## src/rtl/clk_div_pkg.sv

```systemverilog
// rtl/clk_div_pkg.sv - shared types and reset-ratio helper for the clock divider bank
package clk_div_pkg;

    typedef enum logic {
        MODE_TOGGLE = 1'b0,
        MODE_PULSE  = 1'b1
    } mode_e;

    // Reset divisor code for channel i: reproduces the legacy div2/4/8/16 chain.
    function automatic int unsigned default_div(input int unsigned i);
        return (32'd1 << i) - 32'd1;
    endfunction

endpackage

```

## src/rtl/clk_div_chan.sv

```systemverilog
// rtl/clk_div_chan.sv - one programmable divider channel with shadowed reconfiguration
module clk_div_chan
    import clk_div_pkg::*;
#(
    parameter int               CNT_W = 8,
    parameter logic [CNT_W-1:0] RST_D = '0
) (
    input  logic             clk,
    input  logic             rst_n,
    input  logic             en,
    input  logic             sync,
    input  logic             we,
    input  logic [CNT_W-1:0] cfg_div,
    input  mode_e            cfg_mode,
    output logic             div_out,
    output logic             tick,
    output logic             pending
);

    logic [CNT_W-1:0] cnt;
    logic [CNT_W-1:0] act_d;
    logic [CNT_W-1:0] shd_d;
    mode_e            act_mode;
    mode_e            shd_mode;
    logic             tc;

    // Terminal count only exists while counting is enabled.
    assign tc = en && (cnt == act_d);

    // Counter, shadow apply and output generation; the config write is evaluated
    // last so a colliding write always lands in the shadow after any apply.
    always_ff @(posedge clk or negedge rst_n) begin
        if (!rst_n) begin
            cnt      <= '0;
            act_d    <= RST_D;
            shd_d    <= RST_D;
            act_mode <= MODE_TOGGLE;
            shd_mode <= MODE_TOGGLE;
            pending  <= 1'b0;
            div_out  <= 1'b0;
            tick     <= 1'b0;
        end else begin
            if (sync) begin
                cnt     <= '0;
                div_out <= 1'b0;
                tick    <= 1'b0;
                if (pending) begin
                    act_d    <= shd_d;
                    act_mode <= shd_mode;
                    pending  <= 1'b0;
                end
            end else if (en) begin
                tick <= tc;
                if (tc) begin
                    cnt <= '0;
                    if (pending) begin
                        // New ratio/mode always starts from a low output.
                        act_d    <= shd_d;
                        act_mode <= shd_mode;
                        pending  <= 1'b0;
                        div_out  <= 1'b0;
                    end else if (act_mode == MODE_TOGGLE) begin
                        div_out <= ~div_out;
                    end else begin
                        div_out <= 1'b1;
                    end
                end else begin
                    cnt <= cnt + CNT_W'(1);
                    if (act_mode == MODE_PULSE) begin
                        div_out <= 1'b0;
                    end
                end
            end else begin
                tick <= 1'b0;
            end

            if (we) begin
                shd_d    <= cfg_div;
                shd_mode <= cfg_mode;
                pending  <= 1'b1;
            end
        end
    end

endmodule

```

## src/rtl/clk_div_bank.sv

```systemverilog
// rtl/clk_div_bank.sv - bank of independent programmable clock divider channels
module clk_div_bank
    import clk_div_pkg::*;
#(
    parameter int N_CH  = 4,
    parameter int CNT_W = 8
) (
    input  logic                                  clk,
    input  logic                                  rst_n,
    input  logic                                  en,
    input  logic                                  sync,
    input  logic                                  cfg_we,
    input  logic [((N_CH > 1) ? $clog2(N_CH) : 1)-1:0] cfg_ch,
    input  logic [CNT_W-1:0]                      cfg_div,
    input  logic                                  cfg_mode,
    output logic [N_CH-1:0]                       div_out,
    output logic [N_CH-1:0]                       tick,
    output logic [N_CH-1:0]                       pending
);

    localparam int CH_W = (N_CH > 1) ? $clog2(N_CH) : 1;

    logic [N_CH-1:0] ch_we;

    // Decode the channel select; codes beyond the last channel match nothing.
    always_comb begin
        ch_we = '0;
        for (int i = 0; i < N_CH; i++) begin
            if (cfg_we && (cfg_ch == CH_W'(i))) begin
                ch_we[i] = 1'b1;
            end
        end
    end

    for (genvar i = 0; i < N_CH; i++) begin : g_ch
        clk_div_chan #(
            .CNT_W (CNT_W),
            .RST_D (CNT_W'(default_div(i)))
        ) u_chan (
            .clk      (clk),
            .rst_n    (rst_n),
            .en       (en),
            .sync     (sync),
            .we       (ch_we[i]),
            .cfg_div  (cfg_div),
            .cfg_mode (mode_e'(cfg_mode)),
            .div_out  (div_out[i]),
            .tick     (tick[i]),
            .pending  (pending[i])
        );
    end

endmodule

```

## config.mk

```make
export PLATFORM = sky130hd
export DESIGN_NAME = clk_div_bank
export DESIGN_NICKNAME = d
export VERILOG_FILES = /design/src/rtl/clk_div_pkg.sv /design/src/rtl/clk_div_chan.sv /design/src/rtl/clk_div_bank.sv
export SDC_FILE = /design/constraint.sdc
export NUM_CORES = 1
export LEC_CHECK = 0
export CORE_ASPECT_RATIO = 0.75
export CORE_UTILIZATION = 61
export DETAILED_ROUTE_END_ITERATION = 8
export GPL_TIMING_DRIVEN = 1
export PLACE_DENSITY = 0.8
export SYNTH_ARGS = -nofsm -noshare
export SYNTH_HDL_FRONTEND = slang
export SYNTH_HIERARCHICAL = 1
export SYNTH_SLANG_ARGS = --single-unit
```

## constraint.sdc

```tcl
create_clock -name clk -period 2 [get_ports clk]
set_input_delay 0.4 -clock clk [delete_from_list [all_inputs] [get_ports clk]]
set_output_delay 0.4 -clock clk [all_outputs]
set_load 0.005 [all_outputs]
```

==> run_results.csv, run 1 <==
group,metric,value,unit
detailed_routing,drt_iter0_markers,702,
detailed_routing,ant_nets,0,
detailed_routing,vias,5491,
cells_and_area,area_growth,19.7,%
worst_setup_path,cp_top_family,"buffers and inverters",
clock_network,h-tree-depth,4,
pwr,p_leak,2.81,nW
cells_and_area,drive_gt1_frac,0.187,
global_routing,grtUsageTotal,0.315,
global_routing,grt_overflow,0,
clock_network,cts_made_buffers,17,
clock_network,cts_setup_buffers,0,
placed_design,gp_congestion,0.845,
worst_setup_path,start_kind,"flip-flop",
pwr,power.density,894,nW/um^2
worst_setup_path,crit_path_end_kind,"output port",
logic_synthesis,synth_area,6310,um^2
clock_network,cts_tree,"built",
clock_network,worstSkewPairLatency,0.42,ns
hold_path,min_path_type,"primary input to async pin",
worst_setup_path,crit_path_cell_trace,"clkdlybuf4s50_1",
floorplanning,start_util,0.640,
sta,post-route-min-period,1.89,ns
logic_synthesis,synth_top_cell_area_share,0.413,
worst_setup_path,critPathKind,"flip-flop to output port",
logic_synthesis,ys.flop_type,"dfrtp_1",
logic_synthesis,synth.largest_area_cell,"dfrtp_1",
pwr,power,6.75,mW
sta,setup_viol,0,
cells_and_area,multi_input_area,3170,um^2
logic_synthesis,synth_most_common_cell,"dfrtp_1",
worst_setup_path,crit_path_top_delay_cell,"clkdlybuf4s50_1",
placed_design,dpl_cell_area,6910,um^2
cells_and_area,fill_cells,644,
floorplanning,die-area,10800,um^2
global_routing,antenna_found_initial,0,
outcome,status,"finished clean",
worst_setup_path,cp.required,1.60,ns
floorplanning,die_x,119,um
floorplanning,ioPinCount,28,
sta,fin_crit_sh,0.943,
run,drv_cap,0,
cells_and_area,diodes,0,
global_routing,grt_pass1_wl,26.6,mm
floorplanning,die_h,90.1,um
detailed_routing,drc_errors,0,
sta,finalMaxSlewViolations,0,
logic_synthesis,synth.area.top_cells,"dfrtp_1, mux2_2, xnor2_1",
global_routing,grt_pass1_vias,5418,
logic_synthesis,synthTopCellsByCount,"dfrtp_1, nand2_1, nand3_1, xnor2_1",
pwr,vdd_drop_max,0.699,mV
detailed_routing,dr.pass1.iters,6,
floorplanning,fp-row-count,31,
sta,hold_viol_final,0,
logic_synthesis,yosysWarningCount,6,
sta,rsz0062_at_grt,"false",
detailed_routing,viasPerCell,6.69,
placed_design,portBuffers,27,
worst_setup_path,max_stage_delay,0.55,ns
clock_network,clk_pin_slew,0.05,ns
cells_and_area,fin_area,7550,um^2
placed_design,dp_hpwl,10.3,mm
clock_network,cts_root_buffer,"clkbuf_16",
cells_and_area,fin_nets,696,
logic_synthesis,synth-seq-area-share,0.463,
sta,tightest_slew,0.550,ns
logic_synthesis,synthCells,636,
logic_synthesis,synthArstFlopShare,1.00,
sta,relSlewSlack,0.633,
logic_synthesis,syn_nets,656,
sta,finClkSkew,0.00777,ns
logic_synthesis,synth-seq-cells,116,
logic_synthesis,syn_area_per_cell,9.92,um^2
sta,fmax,530,MHz
logic_synthesis,synth_edf_count,0,
global_routing,grt_max_degree,38,
worst_setup_path,critPathMaxFanout,14,
clock_network,ctsLongestPathBuffers,2,
clock_network,clkSinkCount,116,
cells_and_area,seq_area,2920,um^2
detailed_routing,wl_per_cell,19.4,um
worst_setup_path,crit_buf_inv,1,
floorplanning,core-area,9850,um^2
detailed_routing,drt_wl_total,16.0,mm
worst_setup_path,arrival,1.49,ns
logic_synthesis,ys_types,43,
-- cell families (layout without fill, tap and decap cells) --
kind of cell,count (synthesis),count (layout),synth area share
and+or+nand+nor,252,252,0.214
adders and majority gates,4,4,0.00794
muxes,37,37,0.0661
buffers and inverters,54,107,0.0341
DFF,116,116,0.463
AOI/OAI and AO/OA,117,117,0.137
xor gates and xnor gates,56,56,0.0778
-- where the power goes --
group | total, mW | switching [mW] | leakage (nW) | internal, mW
registers | 2.79 | 0.215 | 1.36 | 2.58
clock network | 3.21 | 1.07 | 0.300 | 2.14
logic | 0.738 | 0.373 | 1.15 | 0.364
total | 6.75 | 1.66 | 2.81 | 5.08
-- metal layers --
| layer | global-route usage | vias up | routed length, um |
|---|---|---|---|
| li1 | - | 2447 | - |
| met1 | 0.430 | 2721 | 6750 |
| met2 | 0.495 | 278 | 7660 |
| met3 | 0.0660 | 45 | 1200 |
| met4 | 0.117 | 0 | 362 |
| met5 | 0 | - | 0 |
-- metrics by stage --
stage               hold slack, ns  setup WS [ns]  std cells   util  TNS (ns)
finish                       0.519          0.114        821  0.766         0
global route                 0.556        0.00357        821  0.766         0
global placement             0.409        -0.0160        788  0.702   -0.0800
detailed placement           0.424        -0.0961        788  0.702     -1.56
CTS                          0.525        0.00647        821  0.766         0
floorplan                    0.104          0.391        636      -         0
-- placed cells by master, fill, tap and decap left out, drive strengths merged, types with 3 or more instances in the layout --
master,n
o31ai,4
and3,5
nor3b,4
inv,9
and2,6
bufinv,4
ha,4
a21boi,3
a31oi,3
nand3,45
o21ai,43
nor3,6
mux2,37
dfrtp,104
or4,36
buf,40
nand4,7
dfstp,12
nor2b,34
clkdlybuf4s50,25
o2111ai,8
and4,3
nand2b,4
a21o,3
o211ai,3
a222oi,36
clkinv,4
clkbuf,22
xnor2,44
nand2,56
a31o,6
nor2,40
nor4,4
xor2,12
a21oi,6
-- registers in the layout, indices dropped and copies added, names as in the netlist --
register	cells
g_ch.u_chan/act_d	32
g_ch.u_chan/cnt	32
g_ch.u_chan/shd_d	32
g_ch.u_chan/act_mode	4
g_ch.u_chan/div_out	4
g_ch.u_chan/pending	4
g_ch.u_chan/shd_mode	4
g_ch.u_chan/tick	4
-- worst paths after layout --
check                                   startpoint                 endpoint  slack [ns]  cells after the start
hold / removal                               rst_n   g_ch[0].u_chan/div_out        0.52                      2
setup reg to reg             g_ch[0].u_chan/cnt[2]  g_ch[0].u_chan/act_d[2]        0.16                      4
max in group asynchronous                    rst_n  g_ch[3].u_chan/shd_d[2]        0.84                      3
hold reg to reg            g_ch[0].u_chan/shd_d[4]  g_ch[0].u_chan/shd_d[4]        0.54                      1
setup / recovery            g_ch[1].u_chan/pending               pending[1]        0.11                      1
min in group clk           g_ch[0].u_chan/shd_d[4]  g_ch[0].u_chan/shd_d[4]        0.54                      1
-- area by class of cell --
cell class,count,share of cell area
multi-input cells,466,0.421
well taps,132,0.0219
flip-flops and latches,116,0.387
repair buffers,66,0.0839
clock buffers,22,0.0615
inverters,9,0.00448
clock inverters,10,0.0206
-- what timing repair did --
action / CTS / global route
hold endpoints to repair: 32 / 0
gates resized for setup: 2 / 1
hold buffers: 1 / 0
setup endpoints to repair: 2 / 1
(Power assumes the default switching activity.)
==> run 2: changes to the inputs <==
- SLEW_MARGIN: not set -> 20
==> results of run 2 <==
The final DEF is identical to that of run 1; final timing and power are the same.
